`config.mk`:
```
export PLATFORM = sky130hd
export DESIGN_NAME = uart_tx_ctrl
export DESIGN_NICKNAME = d
export VERILOG_FILES = /design/src/rtl/uart_tx_ctrl.sv
export SDC_FILE = /design/constraint.sdc
export NUM_CORES = 1
export LEC_CHECK = 0
export CELL_PAD_IN_SITES_DETAIL_PLACEMENT = 0
export CELL_PAD_IN_SITES_GLOBAL_PLACEMENT = 1
export CORE_MARGIN = 8
export CORE_UTILIZATION = 45
export CTS_BUF_LIST = sky130_fd_sc_hd__clkbuf_2
export DETAILED_ROUTE_END_ITERATION = 16
export DONT_BUFFER_PORTS = 1
export PLACE_DENSITY_LB_ADDON = 0.1
export SLEW_MARGIN = 20
export SYNTH_ARGS = -nofsm -noshare
export SYNTH_HDL_FRONTEND = slang
export SYNTH_SLANG_ARGS = --single-unit
```
`constraint.sdc`:
```
create_clock -name clk -period 2.7 [get_ports clk]
set_input_delay 0.27 -clock clk [delete_from_list [all_inputs] [get_ports clk]]
set_output_delay 0.27 -clock clk [all_outputs]
set_load 0.02 [all_outputs]
```
`src/rtl/uart_tx_ctrl.sv`:
```
// UART transmit sequencer: loads a byte into an external 8-bit PISO, times each
// bit with a baud counter, strobes the PISO and frames start/data/stop on tx.
module uart_tx_ctrl #(
    parameter int CLKS_PER_BIT = 16,
    parameter int STOP_BITS    = 1
) (
    input  logic       clk,
    input  logic       rst,
    input  logic       tx_start,
    input  logic [7:0] tx_data,
    output logic       tx_busy,
    output logic       tx_done,
    output logic [7:0] piso_din,
    output logic       piso_load,
    output logic       piso_shift,
    input  logic       piso_y,
    output logic       tx
);

    typedef enum logic [2:0] {IDLE, LOAD, START, DATA, STOP} state_t;

    localparam logic [15:0] CNT_MAX   = 16'(CLKS_PER_BIT - 1);
    localparam logic        STOP_LAST = 1'(STOP_BITS - 1);

    state_t      state, state_nx;
    logic [15:0] cnt;
    logic [2:0]  bit_idx;
    logic        stop_idx;
    logic [7:0]  data_reg;
    logic        bit_end;

    assign bit_end  = (cnt == CNT_MAX);
    assign piso_din = data_reg;

    always_ff @(posedge clk or negedge rst) begin
        if (!rst) state <= IDLE;
        else      state <= state_nx;
    end

    always_comb begin
        state_nx = state;
        case (state)
            IDLE:    if (tx_start) state_nx = LOAD;
            LOAD:    state_nx = START;
            START:   if (bit_end) state_nx = DATA;
            DATA:    if (bit_end && bit_idx == 3'd7) state_nx = STOP;
            STOP:    if (bit_end && stop_idx == STOP_LAST) state_nx = IDLE;
            default: state_nx = IDLE;
        endcase
    end

    // Outputs decode registered state only; piso_y reaches tx solely in DATA
    // because the PISO output is undefined until the first shift.
    always_comb begin
        tx         = 1'b1;
        tx_busy    = 1'b1;
        piso_load  = 1'b0;
        piso_shift = 1'b0;
        case (state)
            IDLE:  tx_busy = 1'b0;
            LOAD:  piso_load = 1'b1;
            START: begin
                tx         = 1'b0;
                piso_shift = bit_end;
            end
            DATA: begin
                tx         = piso_y;
                piso_shift = bit_end && (bit_idx != 3'd7);
            end
            default: ;
        endcase
    end

    always_ff @(posedge clk or negedge rst) begin
        if (!rst) begin
            cnt      <= '0;
            bit_idx  <= '0;
            stop_idx <= 1'b0;
            data_reg <= '0;
            tx_done  <= 1'b0;
        end else begin
            tx_done <= (state == STOP) && bit_end && (stop_idx == STOP_LAST);
            case (state)
                IDLE: begin
                    cnt <= '0;
                    if (tx_start) data_reg <= tx_data;
                end
                START, DATA, STOP: cnt <= bit_end ? '0 : cnt + 16'd1;
                default: cnt <= '0;
            endcase
            if (state == START && bit_end) bit_idx <= '0;
            if (state == DATA && bit_end) begin
                if (bit_idx != 3'd7) bit_idx  <= bit_idx + 3'd1;
                else                 stop_idx <= 1'b0;
            end
            if (state == STOP && bit_end && stop_idx != STOP_LAST)
                stop_idx <= stop_idx + 1'b1;
        end
    end

endmodule
```
== After elaboration in Yosys (flattened, before gate mapping) ==
Index checks and enable logic that the tools add are counted.

* Register bits after elaboration: 32
* Input port bits: 12
* Output and inout port bits: 13
* Word-level logic and storage cells: 53

* $add $sub $neg: 3
* Equal/unequal tests: 12
* Mux-type cells: 17
* Bitwise gates (word level): 1
* Reduce and logical (&&, ||, !) cells: 14

{| class="wikitable"
|+ Operators by type and width
! cell !! number
|-
| two-way mux 16 bit || 2
|-
| two-way mux 3 bit || 7
|-
| adder 16 x 1 -> 16 bit (second input constant) || 1
|-
| equality test 16 x 4 -> 1 bit (second input constant) || 1
|-
| case mux 3 bit (5 select lines) || 1
|-
| logical AND 1 bit || 8
|-
| inequality test 2 bit (second input constant) || 4
|-
| equality test 3 x 2 -> 1 bit (second input constant) || 2
|-
| equality test 3 bit (second input constant) || 2
|-
| two-way mux 1 bit || 5
|-
| case mux 1 bit (2 select lines) || 2
|-
| AND reduction 2 bit || 2
|-
| AND reduction 4 bit || 1
|-
| adder 3 x 1 -> 3 bit (second input constant) || 1
|-
| equality test 3 x 1 -> 1 bit (second input constant) || 1
|-
| zero test 3 bit || 1
|-
| inequality test 3 bit (second input constant) || 1
|-
| OR reduction 3 bit || 1
|-
| inequality test 2 x 1 -> 1 bit (second input constant) || 1
|-
| nonzero test 2 bit || 1
|-
| adder 1 bit (second input constant) || 1
|-
| NOT 1 bit || 1
|}

== Depth between registers and ports, before layout ==
* Depth after elaboration: 5
* Depth in mapped cells: 7
* Depth with buffers taken out: 5

== Worst setup path before layout ==
Ideal clock, no wire load.

* Kind: reg2out
* Start point: register cnt[0]
* End point: output piso_shift
* Data arrival time: 1,545 ps
* Required time: 2,430 ps
* Path slack: 885 ps
* Stages on the path, launching flop included: 6
* Path buffers: 0
* Path through: dfrtp_1 ha_1 and3_1 nand4_2 or2_4 a21oi_1

* Longest elaborated chain between the ends: 3

{| class="wikitable"
|+ RTL lines
! item !! RTL line !! RTL
|-
| start, declared || 26 || <nowiki>logic [15:0] cnt;</nowiki>
|-
| start signal, assigned || 88 || <nowiki>START, DATA, STOP: cnt <= bit_end ? '0 : cnt + 16'd1;</nowiki>
|-
| equality test 16 x 4 -> 1 bit * || 32 || <nowiki>assign bit_end = (cnt == CNT_MAX);</nowiki>
|-
| logical AND 1 bit || 68 || <nowiki>piso_shift = bit_end && (bit_idx != 3'd7);</nowiki>
|-
| case mux 1 bit (2 select lines) * || 59 || <nowiki>case (state)</nowiki>
|-
| end, declared || 15 || <nowiki>output logic piso_shift,</nowiki>
|}

Every way passes the cells marked *; elsewhere a longest branch is shown, timed or not.

== Worst setup path in the final report ==
* Start point: register cnt[10]
* End point: output piso_shift

Same word-level chain as after synthesis.

==> results summary <==
The leakage power figure is 0.776 nW. The final worst hold slack is 45.8 ps. For the worst flop-to-flop path, the logic depth is 3. In the post-synthesis netlist, the biggest area contributors are sky130_fd_sc_hd__dfrtp_1 51%, sky130_fd_sc_hd__xnor2_1 7.3%, sky130_fd_sc_hd__mux2_2 5.7%, sky130_fd_sc_hd__nor2_1 5.0%, sky130_fd_sc_hd__nor4_1 2.8%. The synthesis-to-layout area growth came out at 12.6%. The endpoint of the most critical register-to-register path is piso_din[7]$_DFFE_PN0P_. After layout, the design draws a total of 0.00136 W. The signal on the critical path passes through nor4_2, nand4_2, or2_4, a21oi_1. The number of global-route vias before repair is 1113. The yosys synthesis warning count came out at 0. Setup repair after global routing left no endpoint under its margin. After synthesis the cells add up to 1570 um2. The die covers between 5000 and 6000 um2. The timing-limited maximum frequency is 0.409 GHz.

STA classifies the critical path startpoint as a flip-flop. The post-route netlist has 18.6% of its cells at a drive strength greater than 1. The final count of pins violating max slew is 0.

The die extent in x came out at 75.0 um. Dividing total power by cell area gives a power density of 771 nW/um2. The number of different library cells used by synthesis comes to 38.

Clock latency on the worst-skew pair, taken at its later pin, is just under 400 ps. In this run the worst hold path is classified as in -> reg. The count of nets after finishing came out at 175. 25 I/O pins were placed. For this run, the detailed router's first-pass iteration total came to 4.

The proportion of power drawn by combinational gates is 24.2%. The effective utilization at floorplan is 47.0%. The clock skew is roughly 22 ps. The worst setup path is of the reg -> out kind. After synthesis the netlist holds a flip-flop and latch count of 32.

The fraction of power spent switching nets is 34.2%. The number of placed instances, taps included is 190. The mean instance size in the synthesized netlist came out at 10.6 um2. The worst hold path terminates at piso_din[0]$_DFFE_PN0P_. The number of core rows came out at 21.

In this run the deepest clock path goes through 2 buffers. The post-CTS clock slew at the launch and capture registers of the worst setup and hold paths came out at 150 ps. The worst hold path cell count is 1. The detailed router placed 1132 vias in this run. The accumulated negative setup slack came out at 0 ps. The worst setup path is captured at a primary output. The setup slack of the worst register-to-register path came out at 760 ps. The max-capacitance violation count came out at 0. The first global-routing pass estimated 5280 um of wire. The post-synthesis net count came out at ~160. The number of buffers added by the clock tree synthesis step came out at 5. In this run the power spent charging and discharging nets is 0.000465 W. The core footprint came out at 3340 um2. Entering global routing, the biggest net connects 33 pins. The quantity of I/O buffers inserted on ports came out at 0. The internal power came out at 0.000895 W. The number of antenna violations at the first check in global routing is 0. In this run the tightest slew margin relative to its limit is 55.8%. The total number of H-tree levels came out at 2. The worst vdd rail ir drop is 376 uV.

The hold buffer count at cts is 2. The antenna diode count came out at 0. The average wire per standard cell came out at 15.7 um. The final-report hold violation count came to 0. The launch point of the worst hold path is tx_data[0]. Using the TritonRoute via totals, the vias-per-cell ratio works out to 5.47. The critical path data arrival time is 2170 ps. Across every metal layer, demand over resource in global routing totals 12.6%.

Among all stages on the critical path, the largest delay is contributed by sky130_fd_sc_hd__dfrtp_1. The required time of the critical path is 2430 ps. After clock tree synthesis, the setup repair step added 0 buffers. The final routed DRC violation total is 0. The final weighted congestion in routability-driven placement came out at between 0.7 and 0.8. The estimated wirelength of the detail-placed design came out at 2220 um. Counting every sink on the clock net gives 32. The largest fanout on the critical path is 6. The synthesized design devotes to its leading area cell type 51.1% of total area. The count of instances resized after the clock tree is built came out at 0.

The final number of setup-violating endpoints came out at 0. Excluding fillers, the count of instances in the completed layout stands at 207. The startpoint identified for the worst register-to-register timing path is state[0]$_DFFE_PN0P_.

The largest incremental delay on the critical path is between 400 and 500 ps. The vertical extent of the die came out at 75.0 um. Global routing finished with a remaining overflow of 0. The relative contribution of sequential cells to total power came out at between 50% and 60%. The period utilization is 90.5%. The detail route stage leaves a number of antenna-violating nets equal to 0. The run finished with clean final reports. Wires add up to 3240 um.

The tree is rooted in a sky130_fd_sc_hd__clkbuf_2. For this run, the share of the core covered by cells in the final layout is 52.9%. The DRC violation total after the first TritonRoute iteration is ~110. The part of the total power dissipated in the clock network is 24.0%. Synthesis produced 148 cells. The fraction of the yosys area taken by sequential cells came out at between 50 and 60%.

The post-route minimum period is 2440 ps. The clock tree from TritonCTS is done. The filler cell count came out at 317.

The largest total area in the synthesized netlist belongs to sky130_fd_sc_hd__dfrtp_1. The measured slew at the worst slew-check pin came out at around 660 ps.
worst max path at each step:
stage	end	start	slack [ps]
after floorplan	piso_shift	cnt[0]$_DFF_PN0_	890
after global placement	piso_shift	cnt[10]$_DFF_PN0_	740
after detailed placement	piso_shift	cnt[10]$_DFF_PN0_	680
after CTS	piso_shift	cnt[10]$_DFF_PN0_	240
after global routing	piso_shift	cnt[10]$_DFF_PN0_	110
final	piso_shift	cnt[10]$_DFF_PN0_	260
sequential cells by signal, summed over array words and instances (netlist names):
signal	count
bit_idx	3
cnt	16
piso_din	8
state	3
stop_idx	1
tx_done	1
Yosys cell counts, drive strengths merged:
library cell	count
dfrtp	32
nor2	22
xnor2	13
nand2	10
nor4	10
mux2	8
inv	7
nor3	7
nand3	5
a21oi	4
nand4	4
and3	3
ha	3
buf	2
clkbuf	2
or2	2
a21boi	1
a21o	1
a221o	1
a22o	1
a31o	1
a32o	1
and4	1
nor2b	1
o21ai	1
o22ai	1
o41ai	1
or2b	1
or3	1
xor2	1
layout by cell type, fill, tap and decap left out, types with 2 or more instances in the layout:
cell type	instances
sky130_fd_sc_hd__mux2_2	8
sky130_fd_sc_hd__nor4_1	7
sky130_fd_sc_hd__nor4_2	2
sky130_fd_sc_hd__nand2_1	10
sky130_fd_sc_hd__dfrtp_1	32
sky130_fd_sc_hd__clkbuf_2	6
sky130_fd_sc_hd__a21oi_1	4
sky130_fd_sc_hd__xnor2_1	13
sky130_fd_sc_hd__nand3_1	5
sky130_fd_sc_hd__nor2_1	21
sky130_fd_sc_hd__and3_1	2
sky130_fd_sc_hd__nand4_1	3
sky130_fd_sc_hd__ha_1	3
sky130_fd_sc_hd__dlygate4sd3_1	8
sky130_fd_sc_hd__inv_1	7
sky130_fd_sc_hd__nor3_1	7
layer usage:
layer | up-vias | share of wire, % | GRT usage [%]
li1 | 540 | - | -
met1 | 543 | 43 | 14.2
met2 | 42 | 47 | 20.1
met3 | 7 | 7.7 | 4.66
met4 | 0 | 2.1 | 7.17
met5 | - | 0 | 0
worst max-delay path: cells and delay by family (launching register included):
family	cells	cell delay [ps]
compound gates	1	390
flops	1	470
simple gates	3	930
final cells by class:
type / instances / area [um2] / area share (%)
clock buffers: 6 / 30.0 / 1.70
well taps: 46 / 57.6 / 3.26
multi-input cells: 105 / 716 / 40.5
repair buffers: 9 / 100 / 5.67
flip-flops and latches: 32 / 801 / 45.4
inverters: 7 / 26.3 / 1.49
clock inverters: 2 / 35.0 / 1.98
kinds of logic after synthesis:
kind of cell / after synthesis / synth area share, %
AOI/OAI and AO/OA: 13 / 6.07
xor gates and xnor gates: 14 / 7.82
adders and majority gates: 3 / 2.39
buffers and inverters: 11 / 3.27
DFF: 32 / 51.1
muxes: 8 / 5.75
and+or+nand+nor: 67 / 23.6
stage by stage:
step	instance area [um2]	worst slack [ps]
2_1_floorplan	1570	885
4_1_cts	1700	245
6_report	1770	257
5_1_grt	1770	114
3_3_place_gp	1600	739
3_5_place_dp	1600	684
power by group through the flow:
stage / sequential, W / combinational (W) / clock, W
after floorplan: 0.000681 / 0.000283 / 0
after global placement: 0.000710 / 0.000302 / 0
after detailed placement: 0.000716 / 0.000310 / 0
after CTS: 0.000707 / 0.000325 / 0.000335
after global routing: 0.000723 / 0.000372 / 0.000353
final: 0.000705 / 0.000329 / 0.000326
No activity file was read; power rests on OpenSTA's default activity.
